<file path="config.mk">
export PLATFORM = sky130hd
export DESIGN_NAME = fir_result_buffer
export DESIGN_NICKNAME = d
export VERILOG_FILES = /design/src/rtl/fir_result_buffer_pkg.sv /design/src/rtl/fir_result_buffer_sync_fifo.sv /design/src/rtl/fir_result_buffer.sv
export SDC_FILE = /design/constraint.sdc
export NUM_CORES = 1
export LEC_CHECK = 0
export CORE_UTILIZATION = 52
export CTS_BUF_LIST = sky130_fd_sc_hd__clkbuf_8 sky130_fd_sc_hd__clkbuf_16
export DETAILED_ROUTE_END_ITERATION = 6
export HOLD_SLACK_MARGIN = 0.05
export PLACE_DENSITY = 0.83
export REMOVE_ABC_BUFFERS = 1
export SLEW_MARGIN = 40
export SYNTH_ARGS = -nofsm -noshare
export SYNTH_HDL_FRONTEND = slang
export SYNTH_HIERARCHICAL = 1
export SYNTH_SLANG_ARGS = --single-unit
</file>
<file path="constraint.sdc">
create_clock -name clk -period 5.1 [get_ports clk]
set_input_delay 1.02 -clock clk [delete_from_list [all_inputs] [get_ports clk]]
set_output_delay 1.02 -clock clk [all_outputs]
set_load 0.1 [all_outputs]
</file>
<file path="src/rtl/fir_result_buffer_pkg.sv">
// Shared constants and types for the FIR result buffer.
`ifndef DATA_WIDTH
`define DATA_WIDTH 32
`endif
`ifndef RESULT_FIFO_DEPTH
`define RESULT_FIFO_DEPTH 8
`endif
`ifndef DROP_CNT_W
`define DROP_CNT_W 8
`endif

package fir_result_buffer_pkg;
  localparam int unsigned DROP_CNT_W = `DROP_CNT_W;

  typedef logic [DROP_CNT_W-1:0] dropCnt_t;

  localparam dropCnt_t DROP_SAT = '1;

  // Saturating increment for the drop counter.
  function automatic dropCnt_t satInc(input dropCnt_t val);
    return (val == DROP_SAT) ? DROP_SAT : val + dropCnt_t'(1);
  endfunction
endpackage

</file>
<file path="src/rtl/fir_result_buffer_sync_fifo.sv">
// Synchronous FIFO with separate fill counter and registered write (no fall-through).
module sync_fifo #(
  parameter int unsigned DATA_WIDTH = 32,
  parameter int unsigned DEPTH      = 8
) (
  input  logic                          clk,
  input  logic                          rst,
  input  logic                          flush,
  input  logic                          push,
  input  logic                          pop,
  input  logic [DATA_WIDTH-1:0]         wdata,
  output logic [DATA_WIDTH-1:0]         rdata,
  output logic                          full,
  output logic                          empty,
  output logic [$clog2(DEPTH+1)-1:0]    level
);
  localparam int unsigned PTR_W = $clog2(DEPTH);
  localparam int unsigned LVL_W = $clog2(DEPTH+1);

  logic [DATA_WIDTH-1:0] mem [DEPTH];
  logic [PTR_W-1:0]      wrPtr;
  logic [PTR_W-1:0]      rdPtr;
  logic                  wrEn;
  logic                  rdEn;

  // Status flags and gated push/pop; a full FIFO still takes a push when a pop frees a slot.
  always_comb begin
    full  = (level == LVL_W'(DEPTH));
    empty = (level == '0);
    rdEn  = pop && !empty;
    wrEn  = push && (!full || rdEn);
    rdata = empty ? '0 : mem[rdPtr];
  end

  // Pointer and fill-level bookkeeping; flush has priority over push/pop.
  always_ff @(posedge clk or posedge rst) begin
    if (rst) begin
      wrPtr <= '0;
      rdPtr <= '0;
      level <= '0;
    end else if (flush) begin
      wrPtr <= '0;
      rdPtr <= '0;
      level <= '0;
    end else begin
      if (wrEn) wrPtr <= wrPtr + PTR_W'(1);
      if (rdEn) rdPtr <= rdPtr + PTR_W'(1);
      case ({wrEn, rdEn})
        2'b10:   level <= level + LVL_W'(1);
        2'b01:   level <= level - LVL_W'(1);
        default: level <= level;
      endcase
    end
  end

  // Storage array; contents after reset are don't-care.
  always_ff @(posedge clk) begin
    if (wrEn && !flush) mem[wrPtr] <= wdata;
  end
endmodule

</file>
<file path="src/rtl/fir_result_buffer.sv">
// FIR result buffer: decimation, FIFO queueing, overflow flag and drop counter.
module fir_result_buffer
  import fir_result_buffer_pkg::*;
#(
  parameter int unsigned DATA_WIDTH = `DATA_WIDTH,
  parameter int unsigned DEPTH      = `RESULT_FIFO_DEPTH,
  parameter int unsigned DECIM_W    = 4,
  parameter int unsigned AFULL_LVL  = DEPTH - 2
) (
  input  logic                       clk,
  input  logic                       rst,
  input  logic                       inValid,
  input  logic [DATA_WIDTH-1:0]      inData,
  input  logic [DECIM_W-1:0]         decimFactor,
  input  logic                       flush,
  output logic                       outValid,
  output logic [DATA_WIDTH-1:0]      outData,
  input  logic                       outReady,
  output logic [$clog2(DEPTH+1)-1:0] fillLevel,
  output logic                       almostFull,
  output logic                       overflow,
  output logic [DROP_CNT_W-1:0]      dropCount
);
  localparam int unsigned LVL_W = $clog2(DEPTH+1);
  localparam logic [LVL_W-1:0] AFULL = LVL_W'(AFULL_LVL);

  logic [DECIM_W-1:0] decCnt;
  logic [DECIM_W-1:0] factor;
  logic [DECIM_W-1:0] lastCnt;
  logic               keep;
  logic               pop;
  logic               drop;
  logic               full;
  logic               empty;

  // Keep/drop decisions; a factor of 0 behaves like 1.
  always_comb begin
    factor     = (decimFactor == '0) ? DECIM_W'(1) : decimFactor;
    lastCnt    = factor - DECIM_W'(1);
    keep       = inValid && (decCnt == '0);
    pop        = !empty && outReady;
    drop       = keep && full && !pop && !flush;
    outValid   = !empty;
    almostFull = (fillLevel >= AFULL);
  end

  // Decimation counter; out-of-range values wrap to 0.
  always_ff @(posedge clk or posedge rst) begin
    if (rst) begin
      decCnt <= '0;
    end else if (flush) begin
      decCnt <= '0;
    end else if (inValid) begin
      decCnt <= (factor <= DECIM_W'(1) || decCnt >= lastCnt) ? '0 : decCnt + DECIM_W'(1);
    end
  end

  // Sticky overflow flag and saturating drop counter.
  always_ff @(posedge clk or posedge rst) begin
    if (rst) begin
      overflow  <= 1'b0;
      dropCount <= '0;
    end else if (flush) begin
      overflow  <= 1'b0;
      dropCount <= '0;
    end else if (drop) begin
      overflow  <= 1'b1;
      dropCount <= satInc(dropCount);
    end
  end

  sync_fifo #(
    .DATA_WIDTH(DATA_WIDTH),
    .DEPTH     (DEPTH)
  ) uFifo (
    .clk  (clk),
    .rst  (rst),
    .flush(flush),
    .push (keep),
    .pop  (pop),
    .wdata(inData),
    .rdata(outData),
    .full (full),
    .empty(empty),
    .level(fillLevel)
  );
endmodule
</file>
# After elaboration in Yosys (flattened, before gate mapping)
# Memory sizes are Yosys's and may differ from the RTL's.
# Index checks and enable logic that the tools add are counted.
[classes]
n_bitwise = 0
mul = 0
muxes = 18
reduce_logical = 22
shift = 0
n_div = 0
order_cmp = 3
n_eq_ne = 4
addsub = 7
[op_table]
columns = ["operator", "count"]
rows = [
  ["two-way mux 32 bit", 1],
  ["two-way mux 8 bit", 3],
  ["two-way mux 4 bit", 5],
  ["zero test 4 bit", 3],
  ["two-way mux 3 bit", 4],
  ["adder 4 x 1 -> 4 bit (second input constant)", 2],
  ["adder 8 x 1 -> 8 bit (second input constant)", 1],
  ["== test 8 bit (second input constant)", 1],
  ["logical AND 1 bit", 8],
  ["one-hot mux 4 bit (2 select lines)", 1],
  ["nonzero test 2 bit", 4],
  ["subtractor 4 x 1 -> 4 bit (second input constant)", 2],
  ["adder 3 x 1 -> 3 bit (second input constant)", 2],
  ["== test 4 bit (second input constant)", 1],
  ["greater-or-equal comparator 4 x 3 -> 1 bit (second input constant)", 1],
  ["greater-or-equal comparator 4 bit", 1],
  ["less-or-equal comparator 4 x 1 -> 1 bit (second input constant)", 1],
  ["zero test 1 bit", 4],
  ["two-way mux 1 bit", 4],
  ["nonzero test 3 bit", 1],
  ["== test 2 x 1 -> 1 bit (second input constant)", 1],
  ["== test 2 bit (second input constant)", 1],
  ["logical OR 1 bit", 2],
]
[word_totals]
ff_bits = 23
mem_bits_rw = 256
rom_bits = 0
latchBits = 0
mem_count = 1
out_inout_bits = 47
in_bits = 41
[mem_list]
columns = ["memory", "depth", "word_bits", "rd", "rd_ports_with_merged_regs", "wr", "line_no", "source"]
rows = [
  ["uFifo.mem", 8, 32, 1, 0, 1, "fir_result_buffer_sync_fifo.sv:20", "logic [DATA_WIDTH-1:0] mem [DEPTH];"],
]

# Longest topological paths before layout
[depth]
ltp_word = 9
depth_mapped = 12
depth_no_buf = 10

# Modules after synthesis
# Netlist, hierarchy kept.
[modules_own_cells]
columns = ["module", "cells_per_inst", "area_per_inst_um2", "seq_area_each_um2", "n_inst"]
rows = [
  ["sync_fifo", 482, 10460.0, 7937.6, 1],
  ["fir_result_buffer", 96, 878.3, 325.3, 1],
]

# Worst setup path before layout
# No wires, ideal clock.
[synth_timing]
kind = "flip-flop to flip-flop"
from = "register uFifo.level[0]"
to = "memory uFifo.mem[0][0] (enable)"
setup_slack_ps = -966
setup_time_ps = 513
arrival_ps = 5554
path_stages_with_launch = 9
path_cell_list = "dfrtp_1 buf_6 nor4_2 clkbuf_1 nand2b_1 inv_1 nand2b_1 o21ai_4 nor4b_1"
[synth_via]
elab_chain_len = 9
elab_cells_between_ends = 11
classes_between = "eq/ne: 1; mux: 2; reduce/logical: 8"
[synth_lines]
columns = ["element", "line_no", "source"]
rows = [
  ["from (decl)", "fir_result_buffer_sync_fifo.sv:15", "output logic [$clog2(DEPTH+1)-1:0] level"],
  ["from (signal assigned)", "fir_result_buffer_sync_fifo.sv:49", "2'b10: level <= level + LVL_W'(1);"],
  ["from (signal assigned)", "fir_result_buffer_sync_fifo.sv:50", "2'b01: level <= level - LVL_W'(1);"],
  ["from (signal assigned)", "fir_result_buffer_sync_fifo.sv:51", "default: level <= level;"],
  ["zero test 4 bit", "fir_result_buffer_sync_fifo.sv:29", "empty = (level == '0);"],
  ["via empty", "fir_result_buffer.sv:34", "logic empty;"],
  ["zero test 1 bit", "fir_result_buffer.sv:41", "pop = !empty && outReady;"],
  ["logical AND 1 bit", "fir_result_buffer.sv:41", ""],
  ["via pop", "fir_result_buffer.sv:31", "logic pop;"],
  ["logical AND 1 bit", "fir_result_buffer_sync_fifo.sv:30", "rdEn = pop && !empty;"],
  ["logical OR 1 bit", "fir_result_buffer_sync_fifo.sv:31", "wrEn = push && (!full || rdEn);"],
  ["logical AND 1 bit", "fir_result_buffer_sync_fifo.sv:31", ""],
  ["logical AND 1 bit", "fir_result_buffer_sync_fifo.sv:58", "if (wrEn && !flush) mem[wrPtr] <= wdata;"],
  ["two-way mux 1 bit", "fir_result_buffer_sync_fifo.sv:58", ""],
  ["two-way mux 1 bit (implied by the code)", "fir_result_buffer_sync_fifo.sv:58", ""],
  ["to (decl)", "fir_result_buffer_sync_fifo.sv:20", ""],
]
# The timed path passes the listed nets, and every way through them passes these cells.

# Worst setup path in the final report
[layout_timing]
from = "register uFifo.rdPtr[0]"
to = "output port outData[28]"
[layout_via]
elab_chain_len = 2
[layout_lines]
columns = ["element", "line_no", "source"]
rows = [
  ["from (decl)", "fir_result_buffer_sync_fifo.sv:22", "logic [PTR_W-1:0] rdPtr;"],
  ["from (signal assigned)", "fir_result_buffer_sync_fifo.sv:47", "if (rdEn) rdPtr <= rdPtr + PTR_W'(1);"],
  ["memory (8 x 32 bit)", "--", ""],
  ["two-way mux 32 bit", "fir_result_buffer_sync_fifo.sv:32", "rdata = empty ? '0 : mem[rdPtr];"],
  ["to (decl)", "fir_result_buffer.sv:17", "output logic [DATA_WIDTH-1:0] outData,"],
]
# Every way passes these cells.

==> qor.yml <==
clock_network:
  htreeDepth: 1
  clk_pin_slew_ns: 0.06
  clk_latency_ns: 0.52
  cts_setup_buffers: 0
  postCtsHoldBufs: 0
  cts_tree: "yes"
  clockRootBuffer: "clkbuf_16"
  numCtsBuffers: 27
  cts-resized-gates: 0
  clock-sinks: 279
  cts_buffer_depth: 3
power_and_ir_drop:
  switchingPower_mw: 2.65
  power_frac_comb: 0.344
  power_frac_seq: 0.394
  leakage_nw: 4.39
  pwr-share-clk: 0.261
  ir_worst_vdd_mv: 0.306
  power_density_mw_per_mm2: 513
  swShare: 0.389
  p_int_mw: 4.15
critical_path:
  crit_chain: "buf_12 > mux4_2 > mux2i_1 > nor2_1 > buf_2"
  arrival_ns: 2.74
  critPathBufInv: 2
  critPathMaxStageDelay_ns: 0.76
  cp_slowest_cell: "dfrtp_4"
  cp_top_family: "flip-flops"
  crit_required_ns: 4.08
  cp-start-kind: "flop"
  crit_type: "flop to output pin"
  critPathCaptureType: "output pin"
  cp_max_fo: 25
yosys:
  synth.top_cell.area_share: 0.678
  syn_area_sq_mm: 0.0113
  ys.flop_type: "edfxtp_1"
  ys_seq_elements: 279
  yosysWarningCount: 6
  synthDistinctLibCells: 58
  synth_most_common_cell: "edfxtp_1"
  syn_inst: 578
  async_flop_share: 0.0824
  synth.area.top_cells: "edfxtp_1 68%, mux4_2 13%, dfrtp_1 5.1%, mux2i_1 3.1%, nor2_1 1.9%"
  synth_enable_flop_cells: 256
  synthTopCellsByCount: "256 x edfxtp_1, 64 x mux4_2, 58 x nor2_1"
  yosysTopAreaCell: "edfxtp_1"
  syn_area_per_cell_sq_um: 19.6
  yosysSeqAreaShare: 0.729
route:
  drtIter0Drc: 412
  drc_errors: 0
  routed_wl_microns: 22800
  dr.pass1.iters: 5
  wl_per_cell_microns: 23.1
  vias_per_cell: 6.02
  ant_nets: 0
  via_count: 5933
sta:
  setup_viol: 0
  maxSlewViolCount: 0
  min_period_ns: 3.76
  max_freq_mhz: 266
  final.setup_skew_ns: 0.00907
  rsz0062_at_grt: "false"
  worst_pin_slew_ns: 0.802
  relSlewSlack: 0.463
  period_share: 0.737
  setup_ws_ns: 1.34
  hold_violations: 0
placed_design:
  dpl_cell_area_sq_mm: 0.0124
  hpwl_microns: 13700
  place.gp.congestion: 0.855
  dpl_worst_slack_ns: 1.22
  port_buffers: 87
final_layout:
  drive_above_1_share: 0.271
  finalNetCount: 742
  syn_to_final_growth_pct: 16.8
  final_cell_area_sq_mm: 0.0132
  nFillCells: 1413
  finish.utilization: 0.624
global_route:
  grt_overflow: 0
  first_global_vias: 6157
  grt_use_total: 0.206
  grt_max_degree: 35
  grt_pass1_wl_microns: 34300
  antenna_found_initial: 0
floorplanning:
  core_sq_mm: 0.0212
  initial_utilization: 0.534
  fp.dieW_microns: 150
  fp.dieH_microns: 150
  ios: 88
  die_area_sq_mm: 0.0224
  rows: 53
min_path:
  worst_hold_path_type: "flop to flop"
job:
  drv_cap: 0
status:
  status: "complete, no violations"
registers in the layout, summed over array words and instances, names as in the netlist:
| register | count |
|---|---|
| decCnt | 4 |
| dropCount | 8 |
| overflow | 1 |
| uFifo/level | 4 |
| uFifo/mem | 256 |
| uFifo/rdPtr | 3 |
| uFifo/wrPtr | 3 |
final timing paths:
path / start / to / slack (ns) / cells past startpoint
hold reg to reg: overflow / overflow / 0.52 / 2
hold / removal: overflow / overflow / 0.52 / 2
setup reg to reg: uFifo/level[1] / uFifo/mem[5][21] / 2.16 / 7
max in group asynchronous: rst / uFifo/rdPtr[0] / 3.88 / 2
setup / recovery: uFifo/rdPtr[0] / outData[28] / 1.34 / 5
min in group asynchronous: rst / uFifo/level[3] / 0.87 / 2
power groups by stage:
stage                     clock, mW  combinational (mW)  sequential, mW
after floorplan                   0                1.79            2.84
after global placement            0                2.48            2.72
after detailed placement          0                2.36            2.73
after CTS                      1.81                2.36            2.68
after global routing           1.90                2.44            2.70
final                          1.78                2.34            2.68
per-layer routing:
layer / vias to the layer above / track usage / part of all wire
li1: 2573 / - / -
met1: 3058 / 0.275 / 0.39
met2: 272 / 0.349 / 0.51
met3: 30 / 0.0332 / 0.085
met4: 0 / 0.0611 / 0.016
met5: - / 0 / 0
through the flow:
stage	setup TNS, ns	power (mW)	instances	hold WS (ns)
finish	0	6.80	985	0.516
global route	0	7.03	984	0.556
CTS	0	6.85	982	0.516
detailed placement	0	5.08	934	0.484
global placement	0	5.20	933	0.489
floorplan	-76.34	4.63	551	0.519
layout make-up:
cell class | instances | area, sq um | share of cell area
flip-flops and latches | 279 | 8270 | 0.624
inverters | 8 | 30.0 | 0.00227
clock inverters | 21 | 115 | 0.00869
repair buffers | 110 | 881 | 0.0665
clock buffers | 27 | 676 | 0.0510
diodes | 1 | 2.50 | 0.000189
well taps | 275 | 344 | 0.0260
multi-input cells | 264 | 2930 | 0.221
worst register-to-register path, stage by stage (launching register included):
cell      delay [ns]
dfrtp_1         0.62
nor4_4          0.09
nand2b_1        0.19
inv_1           0.21
nand2b_1        0.23
o21ai_4         0.13
nor3_4          0.61
buf_4           0.50
cell families (layout without fill, tap and decap cells):
| group | Yosys count | count (layout) | synth area share |
|---|---|---|---|
| DFF | 279 | 279 | 0.729 |
| muxes | 99 | 99 | 0.158 |
| adders and majority gates | 11 | 11 | 0.0128 |
| buffers and inverters | 35 | 166 | 0.0191 |
| xor gates and xnor gates | 7 | 7 | 0.00541 |
| AOI/OAI and AO/OA | 38 | 38 | 0.0271 |
| and+or+nand+nor | 109 | 109 | 0.0488 |
| other | 0 | 1 | 0 |
cell usage in the layout (no fill, tap or decap), types with 5 or more instances in the layout:
cell / netlist / routed
a21oi_1: 8 / 8
clkinv_2: 0 / 5
nor3_1: 8 / 5
nand3_1: 8 / 8
nand4_1: 5 / 5
inv_1: 8 / 15
buf_4: 1 / 19
edfxtp_1: 256 / 256
clkdlybuf4s50_1: 0 / 40
clkbuf_16: 0 / 27
dfrtp_1: 23 / 20
ha_1: 10 / 10
mux4_2: 64 / 64
nor2_1: 58 / 55
clkinv_1: 0 / 7
buf_2: 10 / 47
mux2i_1: 35 / 35
Power figures use the tool's default switching activity.
